<file path="config.mk">
export PLATFORM = sky130hd
export DESIGN_NAME = shift_reg_n_flat
export DESIGN_NICKNAME = d
export VERILOG_FILES = /design/src/rtl/shift_reg_pkg.sv /design/src/rtl/shift_reg_n_if.sv /design/src/rtl/tick_gen.sv /design/src/rtl/shift_reg_n.sv /design/src/flat_wrapper.sv
export SDC_FILE = /design/constraint.sdc
export NUM_CORES = 1
export LEC_CHECK = 0
export CAP_MARGIN = 30
export CORE_MARGIN = 1
export CORE_UTILIZATION = 50
export DETAILED_ROUTE_END_ITERATION = 6
export PLACE_DENSITY = 0.94
export SLEW_MARGIN = 5
export SYNTH_ARGS = -nofsm -noshare
export SYNTH_HDL_FRONTEND = slang
export SYNTH_HIERARCHICAL = 1
export SYNTH_SLANG_ARGS = --single-unit
</file>
<file path="constraint.sdc">
create_clock -name Clk -period 7.3 [get_ports Clk]
set_input_delay 1.095 -clock Clk [delete_from_list [all_inputs] [get_ports Clk]]
set_output_delay 1.095 -clock Clk [all_outputs]
set_load 0.005 [all_outputs]
</file>
<file path="src/rtl/shift_reg_pkg.sv">
// Shared constants and mode encodings for the parametrised shift register
// and its prescaler.
package shift_reg_pkg;

    localparam int unsigned DEFAULT_WIDTH = 6;
    localparam int unsigned DEFAULT_CNT_W = 8;

    typedef enum logic [1:0] {
        MODE_SHL = 2'b00,
        MODE_SHR = 2'b01,
        MODE_ROL = 2'b10,
        MODE_ROR = 2'b11
    } mode_e;

endpackage

</file>
<file path="src/rtl/shift_reg_n_if.sv">
// Control/observe bundle between game control, the shift register and the
// segment display driver.
interface shift_reg_n_if
    import shift_reg_pkg::*;
#(
    parameter int unsigned WIDTH = DEFAULT_WIDTH,
    parameter int unsigned CNT_W = DEFAULT_CNT_W
);

    logic             Load;
    logic [WIDTH-1:0] LoadValue;
    logic             Shift;
    logic             BitIn;
    logic [1:0]       Mode;
    logic             AutoEn;
    logic [CNT_W-1:0] Period;
    logic [WIDTH-1:0] RegContent;
    logic             BitOut;
    logic             StepDone;
    logic             Empty;

    modport master (
        output Load, LoadValue, Shift, BitIn, Mode, AutoEn, Period,
        input  RegContent, BitOut, StepDone, Empty
    );

    modport slave (
        input  Load, LoadValue, Shift, BitIn, Mode, AutoEn, Period,
        output RegContent, BitOut, StepDone, Empty
    );

endinterface

</file>
<file path="src/rtl/tick_gen.sv">
// Programmable prescaler: one-cycle Tick every Period+1 enabled cycles.
// Dropping En clears the count so the next run starts a full interval.
module tick_gen
    import shift_reg_pkg::*;
#(
    parameter int unsigned CNT_W = DEFAULT_CNT_W
) (
    input  logic             Clk,
    input  logic             Rst,
    input  logic             En,
    input  logic [CNT_W-1:0] Period,
    output logic             Tick
);

    logic [CNT_W-1:0] count;
    logic [CNT_W-1:0] countNext;

    // >= rather than == so a Period lowered below the count fires at once
    always_comb begin
        Tick      = 1'b0;
        countNext = '0;
        if (En) begin
            if (count >= Period) begin
                Tick = 1'b1;
            end else begin
                countNext = count + CNT_W'(1);
            end
        end
    end

    always_ff @(posedge Clk or posedge Rst) begin
        if (Rst) begin
            count <= '0;
        end else begin
            count <= countNext;
        end
    end

endmodule

</file>
<file path="src/rtl/shift_reg_n.sv">
// Parametrised shift/rotate register with parallel load and built-in
// auto-shift prescaler, feeding the segment display driver.
module shift_reg_n
    import shift_reg_pkg::*;
#(
    parameter int unsigned     WIDTH = DEFAULT_WIDTH,
    parameter int unsigned     CNT_W = DEFAULT_CNT_W,
    parameter logic [WIDTH-1:0] INIT = '0
) (
    input  logic          Clk,
    input  logic          Rst,
    shift_reg_n_if.slave  bus
);

    logic             tick;
    logic             step;
    logic             autoRun;
    logic [WIDTH-1:0] regQ;
    logic [WIDTH-1:0] regNext;
    logic [WIDTH-1:0] stepVal;
    logic             stepBit;
    logic             bitQ;
    logic             bitNext;
    logic             doneQ;
    logic             doneNext;

    // Load wins over a tick and also restarts the auto-shift interval
    assign autoRun = bus.AutoEn & ~bus.Load;

    tick_gen #(
        .CNT_W (CNT_W)
    ) uTickGen (
        .Clk    (Clk),
        .Rst    (Rst),
        .En     (autoRun),
        .Period (bus.Period),
        .Tick   (tick)
    );

    // A manual step and an auto tick in the same cycle merge into one step
    assign step = bus.Shift | tick;

    always_comb begin
        stepVal = regQ;
        stepBit = 1'b0;
        case (mode_e'(bus.Mode))
            MODE_SHL: begin
                stepVal = {regQ[WIDTH-2:0], bus.BitIn};
                stepBit = regQ[WIDTH-1];
            end
            MODE_SHR: begin
                stepVal = {bus.BitIn, regQ[WIDTH-1:1]};
                stepBit = regQ[0];
            end
            MODE_ROL: begin
                stepVal = {regQ[WIDTH-2:0], regQ[WIDTH-1]};
                stepBit = regQ[WIDTH-1];
            end
            MODE_ROR: begin
                stepVal = {regQ[0], regQ[WIDTH-1:1]};
                stepBit = regQ[0];
            end
        endcase
    end

    always_comb begin
        regNext  = regQ;
        bitNext  = bitQ;
        doneNext = 1'b0;
        if (bus.Load) begin
            regNext  = bus.LoadValue;
            bitNext  = 1'b0;
            doneNext = 1'b1;
        end else if (step) begin
            regNext  = stepVal;
            bitNext  = stepBit;
            doneNext = 1'b1;
        end
    end

    always_ff @(posedge Clk or posedge Rst) begin
        if (Rst) begin
            regQ  <= INIT;
            bitQ  <= 1'b0;
            doneQ <= 1'b0;
        end else begin
            regQ  <= regNext;
            bitQ  <= bitNext;
            doneQ <= doneNext;
        end
    end

    assign bus.RegContent = regQ;
    assign bus.BitOut     = bitQ;
    assign bus.StepDone   = doneQ;
    assign bus.Empty      = (regQ == '0);

endmodule

</file>
<file path="src/flat_wrapper.sv">
// flat-port wrapper written by rule: the top's interface ports become plain ports
module shift_reg_n_flat import shift_reg_pkg::*;
#(
    parameter int unsigned     WIDTH = DEFAULT_WIDTH,
    parameter int unsigned     CNT_W = DEFAULT_CNT_W,
    parameter logic [WIDTH-1:0] INIT = '0
)
  (Clk, Rst, bus_Load, bus_LoadValue, bus_Shift, bus_BitIn, bus_Mode, bus_AutoEn, bus_Period, bus_RegContent, bus_BitOut, bus_StepDone, bus_Empty);
  shift_reg_n_if #(.WIDTH(WIDTH), .CNT_W(CNT_W)) bus_i ();
  input  logic Clk;
  input  logic Rst;
  input wire logic [$bits(bus_i.Load)-1:0] bus_Load;
  input wire logic [$bits(bus_i.LoadValue)-1:0] bus_LoadValue;
  input wire logic [$bits(bus_i.Shift)-1:0] bus_Shift;
  input wire logic [$bits(bus_i.BitIn)-1:0] bus_BitIn;
  input wire logic [$bits(bus_i.Mode)-1:0] bus_Mode;
  input wire logic [$bits(bus_i.AutoEn)-1:0] bus_AutoEn;
  input wire logic [$bits(bus_i.Period)-1:0] bus_Period;
  output wire logic [$bits(bus_i.RegContent)-1:0] bus_RegContent;
  output wire logic [$bits(bus_i.BitOut)-1:0] bus_BitOut;
  output wire logic [$bits(bus_i.StepDone)-1:0] bus_StepDone;
  output wire logic [$bits(bus_i.Empty)-1:0] bus_Empty;
  assign bus_i.Load = bus_Load;
  assign bus_i.LoadValue = bus_LoadValue;
  assign bus_i.Shift = bus_Shift;
  assign bus_i.BitIn = bus_BitIn;
  assign bus_i.Mode = bus_Mode;
  assign bus_i.AutoEn = bus_AutoEn;
  assign bus_i.Period = bus_Period;
  assign bus_RegContent = bus_i.RegContent;
  assign bus_BitOut = bus_i.BitOut;
  assign bus_StepDone = bus_i.StepDone;
  assign bus_Empty = bus_i.Empty;
  shift_reg_n #(.WIDTH(WIDTH), .CNT_W(CNT_W), .INIT(INIT)) u_core (.Clk(Clk), .Rst(Rst), .bus(bus_i));
endmodule
</file>
* After elaboration in Yosys (flattened, before gate mapping)
Cells that the tools add are included.
** Word-level totals
- Bits in registers :: 16
- Input bits :: 22
- Output and inout port bits :: 9
- Logic and storage cells :: 29
** Cells by class
- $add $sub $neg :: 1
- Order comparisons :: 1
- Eq/ne operators :: 3
- Multiplexer cells :: 12
- Bitwise operators :: 3
- Reductions and logical operators :: 5
** Operators with widths (number)
- case mux 6 bit (4 select lines) :: 1
- two-way mux 8 bit :: 2
- two-way mux 6 bit :: 2
- adder 8 x 1 -> 8 bit, second input constant :: 1
- greater-or-equal comparator 8 bit :: 1
- zero test 6 bit :: 1
- two-way mux 1 bit :: 6
- == test 2 bit, second input constant :: 2
- OR reduction 2 bit :: 2
- == test 2 x 1 -> 1 bit, second input constant :: 1
- zero test 2 bit :: 1
- case mux 1 bit (2 select lines) :: 1
- nonzero test 2 bit :: 1
- AND 1 bit :: 1
- inverter 1 bit :: 1
- bitwise OR 1 bit :: 1

* Depth between registers and ports, before layout
Gate-level depths: netlist of the first run.
- Depth after elaboration :: 6
- Mapped depth :: 10
- Depth with buffers taken out :: 9

* Cells and area by module
Netlist of the first run, hierarchy kept.
** By module, submodules not included
- tick_gen :: instances 1, cells each 59, area an instance 575.6 sq um, seq. area each 200.2 sq um
- shift_reg_n :: instances 1, cells each 49, area an instance 494.2 sq um, seq. area each 200.2 sq um

* Worst setup path before layout of the first run
OpenSTA, ideal clock, no wires.
- Path kind :: input port to flip-flop
- Start :: in bus_Period[2]
- End :: reg u_core.bitQ (netlist: u_core/bus.BitOut)
- Library setup time :: 0.125 ns
- Arrival :: 3.008 ns
- Required time :: 7.175 ns
- Slack :: 4.167 ns
- Cell stages on the path :: 9
- Path buffers :: 1
- Cells stage by stage :: inv_1 > ha_1 > or3_1 > a21oi_1 > o31ai_1 > and2_1 > or3_1 > buf_6 > mux2_4
** Between the ends
- Longest elaborated chain between the ends :: 5
** Ends and longest elaborated chain
- start: declaration :: RTL line flat_wrapper.sv:18 : input wire logic [$bits(bus_i.Period)-1:0] bus_Period;
- greater-or-equal comparator 8 bit :: RTL line tick_gen.sv:23 : if (count >= Period) begin
- two-way mux 1 bit :: RTL line tick_gen.sv:23
- two-way mux 1 bit :: RTL line tick_gen.sv:22 : if (En) begin
- via u_core.tick :: RTL line shift_reg_n.sv:15 : logic tick;
- bitwise OR 1 bit :: RTL line shift_reg_n.sv:41 : assign step = bus.Shift | tick;
- nonzero test 2 bit (no line)
- end signal: assignment :: RTL line shift_reg_n.sv:88 : bitQ <= bitNext;
- end: declaration :: RTL line shift_reg_n.sv:22 : logic bitQ;
The timed path passes the listed nets, and every way through them passes these cells.
A chain may end at the register's enable or synchronous reset.

* Worst setup path in the final report of the first run
- Start :: in bus_Period[2]
- End :: reg u_core.regQ[2] (netlist: u_core/bus.RegContent[2])
** Between the ends
- Longest elaborated chain between the ends :: 5
** Ends and longest elaborated chain
- greater-or-equal comparator 8 bit :: RTL line tick_gen.sv:23
- two-way mux 1 bit :: RTL line tick_gen.sv:23
- two-way mux 1 bit :: RTL line tick_gen.sv:22
- via u_core.tick :: RTL line shift_reg_n.sv:15
- bitwise OR 1 bit :: RTL line shift_reg_n.sv:41
- nonzero test 2 bit (no line)
- end signal: assignment :: RTL line shift_reg_n.sv:87 : regQ <= regNext;
- end: declaration :: RTL line shift_reg_n.sv:18 : logic [WIDTH-1:0] regQ;
The timed path passes the listed nets, and every way through them passes these cells.

==> results of run 1 <==
## per-layer routing
| layer | vias to the layer above | GRT usage |
|---|---|---|
| li1 | 430 | - |
| met1 | 377 | 0.233 |
| met2 | 28 | 0.432 |
| met3 | 2 | 0.0333 |
| met4 | 0 | 0.0500 |
| met5 | - | 0 |
## worst max path at each step
stage | start | end | slack (ns) | cells after the start
3_3_place_gp | bus_Period[2] | u_core/bus.BitOut | 3.56 | 9
2_1_floorplan | bus_Period[2] | u_core/bus.BitOut | 4.17 | 9
4_1_cts | bus_Period[2] | u_core/bus.RegContent[1] | 3.76 | 9
3_5_place_dp | bus_Period[2] | u_core/bus.RegContent[2] | 3.46 | 9
6_report | bus_Period[2] | u_core/bus.RegContent[2] | 3.77 | 9
5_1_grt | bus_Period[2] | u_core/bus.RegContent[2] | 3.63 | 9
## cell usage in the layout (no fill, tap or decap)
cell type and count:
mux2i_1 5, or4_4 1, mux2_4 5, and3_1 2
clkdlybuf4s50_1 30, inv_1 12, o31ai_1 1, nor2b_1 2
or3_1 2, a311o_2 1, o21ai_0 4, xnor2_1 2
a21oi_4 1, dfrtp_1 16, ha_1 9, or4_1 1
nor3_1 1, a21oi_1 2, nand2b_1 2, nand2_1 8
xor2_1 4, a21o_1 1, a311o_1 1, and2_1 1
clkbuf_4 3, clkbuf_8 1, o311ai_4 1, o21a_1 1
a31oi_1 2, nor2_1 12, nand3_1 5
## cells in the mapped netlist (2+ instances only)
cell      instances
dfrtp_1          16
inv_1            12
nor2_1           12
ha_1              9
nand2_1           8
mux2_4            5
mux2i_1           5
nand3_1           5
o21ai_0           4
xor2_1            4
a21oi_1           2
a31oi_1           2
and3_1            2
nand2b_1          2
nor2b_1           2
or3_1             2
xnor2_1           2
## stage by stage
| stage | power [mW] | cells | hold slack, ns | cell area, um^2 | setup WS, ns |
|---|---|---|---|---|---|
| after floorplan | 0.131 | 108 | 0.445 | 1070 | 4.17 |
| after global placement | 0.158 | 162 | 0.484 | 1380 | 3.56 |
| after detailed placement | 0.159 | 162 | 0.484 | 1380 | 3.46 |
| after CTS | 0.218 | 166 | 0.499 | 1420 | 3.76 |
| after global routing | 0.229 | 166 | 0.514 | 1420 | 3.63 |
| final | 0.214 | 166 | 0.494 | 1420 | 3.77 |
## worst max-delay path, stage by stage
cell and delay [ns]:
clkdlybuf4s50_1 0.46, inv_1 0.05, ha_1 0.27, or3_1 0.34, a21oi_1 0.27, o31ai_1 0.13, and2_1 0.17, or3_1 0.54
mux2_4 0.37
## power by group through the flow
stage          registers (mW)  logic, mW  clock network [mW]
2_1_floorplan           0.103     0.0277                   0
3_3_place_gp            0.104     0.0534                   0
3_5_place_dp            0.104     0.0550                   0
4_1_cts                 0.103     0.0552              0.0597
5_1_grt                 0.104     0.0618              0.0637
6_report                0.103     0.0547              0.0568
## registers in the layout, summed over array words and instances (netlist names)
signal,flops
u_core/bus.RegContent,6
u_core/bus.StepDone,1
u_core/bus.BitOut,1
u_core/uTickGen/count,8
## final cells by class
class                   count  share of cell area
well taps                  27              0.0239
flip-flops and latches     16               0.283
clock buffers               4              0.0256
repair buffers             30               0.212
multi-input cells          77               0.424
inverters                  12              0.0318
## logic make-up (layout without fill, tap and decap cells)
family                     Yosys count  after routing  share of synthesized area
AOI/OAI and AO/OA                   15             15                      0.120
xor gates and xnor gates             6              6                     0.0491
adders and majority gates            9              9                      0.105
buffers and inverters               15             46                     0.0655
DFF                                 16             16                      0.374
muxes                               10             10                      0.117
and+or+nand+nor                     37             37                      0.168
==> results.sh, run 1 <==
export IMPL_first_global_vias=873
export IMPL_hold_start="u_core/uTickGen/count[0]"
export IMPL_drtPass1Iterations=4
export IMPL_drt_total_wl_mm=2.06
export IMPL_async_reset_ff_frac=1.00
export IMPL_tightest_slew_ns=0.460
export IMPL_antenna_found_initial=0
export IMPL_die_area_mm2=0.00233
export IMPL_fp_dieH_um=48.3
export IMPL_setup_tns_ns=0
export IMPL_ys_top_cells_by_area="dfrtp_1, ha_1, mux2_4"
export IMPL_max_freq_mhz=283
export IMPL_crit_type="in2reg"
export IMPL_routedWlPerCell_um=12.4
export IMPL_cts_tree="done"
export IMPL_finalHoldViolations=0
export IMPL_r2r_start="u_core/uTickGen/count[2]"
export IMPL_reg2reg_slack_ns=4.64
export IMPL_startpoint_type="primary input"
export IMPL_cp_data_required_time_ns=7.46
export IMPL_internal_power_uw=160
export IMPL_rsz0062_at_grt="no"
export IMPL_ys_warn_count=6
export IMPL_clockBufferDepth=2
export IMPL_drive_gt1_frac=0.0935
export IMPL_cts_sinks=16
export IMPL_vias_per_cell=5.04
export IMPL_power_frac_seq=0.479
export IMPL_n_antenna_cell=0
export IMPL_synth_top_area_frac=0.374
export IMPL_drcViolationCount=0
export IMPL_nets=171
export IMPL_syn_area_per_cell_um2=9.91
export IMPL_max_cap_violations=0
export IMPL_ir_drop_mv=0.106
export IMPL_syn_nets=139
export IMPL_start_util=0.540
export IMPL_synth_seq_area_share=0.374
export IMPL_dr_wl_met3_um=105
export IMPL_holdPathEnd="u_core/uTickGen/count[0]"
export IMPL_arrival_ns=3.69
export IMPL_worstRegToRegCells=7
export IMPL_hold_path_class="reg2reg"
export IMPL_end_kind="flop"
export IMPL_fin_crit_ns=3.53
export IMPL_p_leak_nw=0.687
export IMPL_pwr_share_clk=0.265
export IMPL_setup_viol=0
export IMPL_first_iter_violations=8
export IMPL_whs_path_depth=1
export IMPL_fin_skew_ns=0.00901
export IMPL_clk_latency_ns=0.28
export IMPL_power_density_mw_per_mm2=151
export IMPL_io_buffer_count=30
export IMPL_synth_flop_cell="dfrtp_1"
export IMPL_path_max_fanout=10
export IMPL_dp_hpwl_mm=1.67
export IMPL_synth_cells=108
export IMPL_core_area_mm2=0.00198
export IMPL_track_usage=0.216
export IMPL_cts_made_buffers=3
export IMPL_syn_cell_area_mm2=0.00107
export IMPL_relSlewSlack=0.693
export IMPL_finalCritPeriodShare=0.483
export IMPL_path_clk_slew_ns=0.10
export IMPL_area_growth_pct=32.3
export IMPL_regArea_um2=400
export IMPL_multi_input_area_um2=599
export IMPL_synth_seq_cells=16
export IMPL_vias=837
export IMPL_rr_endpoint="u_core/bus.RegContent[2]"
export IMPL_cts_resized=0
export IMPL_place_gp_congestion=0.780
export IMPL_power_switching_uw=53.7
export IMPL_fin_util=0.714
export IMPL_nFillCells=160
export IMPL_p_sw_frac=0.251
export IMPL_die_width_um=48.3
export IMPL_ant_nets=0
export IMPL_grt_overflow=0
export IMPL_wl_met2_mm=1.04
export IMPL_wl_met1_um=899
export IMPL_fp_row_count=16
export IMPL_slew_violations=0
export IMPL_combPwrFrac=0.256
export IMPL_synth_top_cell_by_area="dfrtp_1"
export IMPL_top_layer_used="met4"
export IMPL_grt_max_degree=16
export IMPL_cts_hold_buf=0
export IMPL_synth_edff_count=0
export IMPL_synth_distinct_cells=31
export IMPL_grt_pass1_wl_mm=3.50
export IMPL_root_buffer="clkbuf_4"
export IMPL_num_io_pins=31
export IMPL_status="finished clean"
export IMPL_cts_setup_buffers=0
export IMPL_ctsHtreeMaxLevel=1
(Power assumes the default switching activity.)
==> run 2: changes to the inputs <==
CORE_UTILIZATION = 46   (was 50)
PLACE_DENSITY = 0.88   (was 0.94)
clock period = 3.26 ns   (was 7.3 ns; I/O delays follow)
==> run 2 against run 1 <==
  * Clock-buffer cell count unchanged
  * Hold slack got worse by 0.019 ns
  * Via count increased by 7.5%
  * Utilization decreased by 6.7 points
  * Cell area increased by 1.1%
  * Critical path type unchanged
  * Highest routed layer is now met3
==> results.sh, run 2 (synthesized netlist as in run 1, its figures left out) <==
export IMPL_pre_cts_slack_ns=0.0548
export IMPL_drive_gt1_frac=0.106
export IMPL_cts_resized=0
export IMPL_drt_total_wl_mm=2.26
export IMPL_hold_ws_ns=0.475
export IMPL_slew_violations=0
export IMPL_vias=900
export IMPL_first_global_vias=928
export IMPL_n_antenna_cell=0
export IMPL_fin_skew_ns=0.00186
export IMPL_grt_overflow=0
export IMPL_hold_path_class="in2async"
export IMPL_fp_dieH_um=50.2
export IMPL_max_cap_violations=0
export IMPL_worstRegToRegCells=7
export IMPL_reg2reg_slack_ns=0.62
export IMPL_drtPass1Iterations=4
export IMPL_rsz0062_at_grt="no"
export IMPL_area_growth_pct=33.8
export IMPL_layout_commonest_cell="clkdlybuf4s50_1"
export IMPL_largest_reg_flops=8
export IMPL_dpl_cell_area_mm2=0.00140
export IMPL_path_clk_slew_ns=0.09
export IMPL_clockBufferDepth=2
export IMPL_crit_type="in2reg"
export IMPL_root_buffer="clkbuf_4"
export IMPL_nets=173
export IMPL_cp_startpoint="bus_Period[2]"
export IMPL_max_freq_mhz=346
export IMPL_antenna_found_initial=0
export IMPL_setup_tns_ns=0
export IMPL_ir_drop_mv=0.218
export IMPL_fp_row_count=17
export IMPL_cts_tree="done"
export IMPL_top_register="u_core/uTickGen/count"
export IMPL_status="finished clean"
export IMPL_final_cell_mix="clkdlybuf4s50_1, dfrtp_1, nor2_1, inv_1, ha_1"
export IMPL_cts_setup_buffers=0
export IMPL_vias_per_cell=5.33
export IMPL_power_density_mw_per_mm2=338
export IMPL_ant_nets=0
export IMPL_grt_max_degree=16
export IMPL_fin_crit_ns=2.89
export IMPL_die_area_mm2=0.00252
export IMPL_grt_pass1_wl_mm=3.88
export IMPL_tightest_slew_ns=0.456
export IMPL_finalHoldViolations=0
export IMPL_p_leak_nw=0.696
export IMPL_rr_endpoint="u_core/bus.RegContent[1]"
export IMPL_start_util=0.484
export IMPL_cp_data_required_time_ns=3.43
export IMPL_end_kind="flop"
export IMPL_cts_made_buffers=3
export IMPL_ctsHtreeMaxLevel=1
export IMPL_io_buffer_count=30
export IMPL_finalCritPeriodShare=0.887
export IMPL_startpoint_type="primary input"
export IMPL_cts_hold_buf=0
export IMPL_first_iter_violations=16
export IMPL_num_io_pins=31
export IMPL_stdcell_area_mm2=0.00143
export IMPL_setup_viol=0
export IMPL_arrival_ns=3.06
export IMPL_relSlewSlack=0.696
export IMPL_die_width_um=50.2
export IMPL_track_usage=0.203
export IMPL_routedWlPerCell_um=13.3
export IMPL_p_total_uw=484
export IMPL_place_gp_congestion=0.784
export IMPL_clk_latency_ns=0.28
export IMPL_drcViolationCount=0
export IMPL_path_max_fanout=10
export IMPL_cts_sinks=16
export IMPL_r2r_start="u_core/uTickGen/count[3]"
export IMPL_dp_hpwl_mm=1.79
export IMPL_crit_end="u_core/bus.RegContent[1]"
export IMPL_fin_ws_ns=0.369
export IMPL_core_area_mm2=0.00221
run 2: critical path, stage by stage:
cell and delay, ns:
clkdlybuf4s50_1 0.46, inv_1 0.04, ha_1 0.20, or4_4 0.52
a21oi_4 0.16, o31ai_1 0.09, and2_1 0.16, or3_1 0.55
mux2_4 0.37
run 2: how the worst min path moves through the flow:
stage	start	endpoint	slack, ns	depth (start not counted)
2_1_floorplan	Rst	u_core/bus.BitOut	0.30	1
3_3_place_gp	u_core/uTickGen/count[0]	u_core/uTickGen/count[0]	0.48	1
3_5_place_dp	u_core/uTickGen/count[0]	u_core/uTickGen/count[0]	0.49	1
4_1_cts	Rst	u_core/bus.RegContent[0]	0.48	2
5_1_grt	Rst	u_core/bus.RegContent[0]	0.51	2
6_report	Rst	u_core/bus.RegContent[0]	0.47	2
run 2: where the power goes:
part	switching (mW)	total, mW	internal, mW
sequential	0.0180	0.230	0.212
clock	0.0603	0.128	0.0679
combinational	0.0447	0.125	0.0807
run 2: stage by stage:
| stage | instances | utilization |
|---|---|---|
| 2_1_floorplan | 108 | - |
| 3_3_place_gp | 165 | 0.631 |
| 3_5_place_dp | 165 | 0.631 |
| 4_1_cts | 169 | 0.647 |
| 5_1_grt | 169 | 0.647 |
| 6_report | 169 | 0.647 |
run 2: layout make-up:
type                            instances  area, um^2
Clock buffer                            4        36.3
Fill cell                             189         781
Inverter                               12        45.0
Multi-Input combinational cell         77         599
Sequential cell                        16         400
Tap cell                               28        35.0
Timing Repair Buffer                   32         315
run 2: metal layers:
| layer | wire length [um] | up-vias | share of wire | track usage |
|---|---|---|---|---|
| met5 | 0 | - | 0 | 0 |
| met4 | 0 | 0 | 0 | 0.0714 |
| met3 | 114 | 0 | 0.051 | 0.0364 |
| met2 | 1200 | 26 | 0.53 | 0.387 |
| met1 | 944 | 439 | 0.42 | 0.218 |
| li1 | - | 435 | - | - |
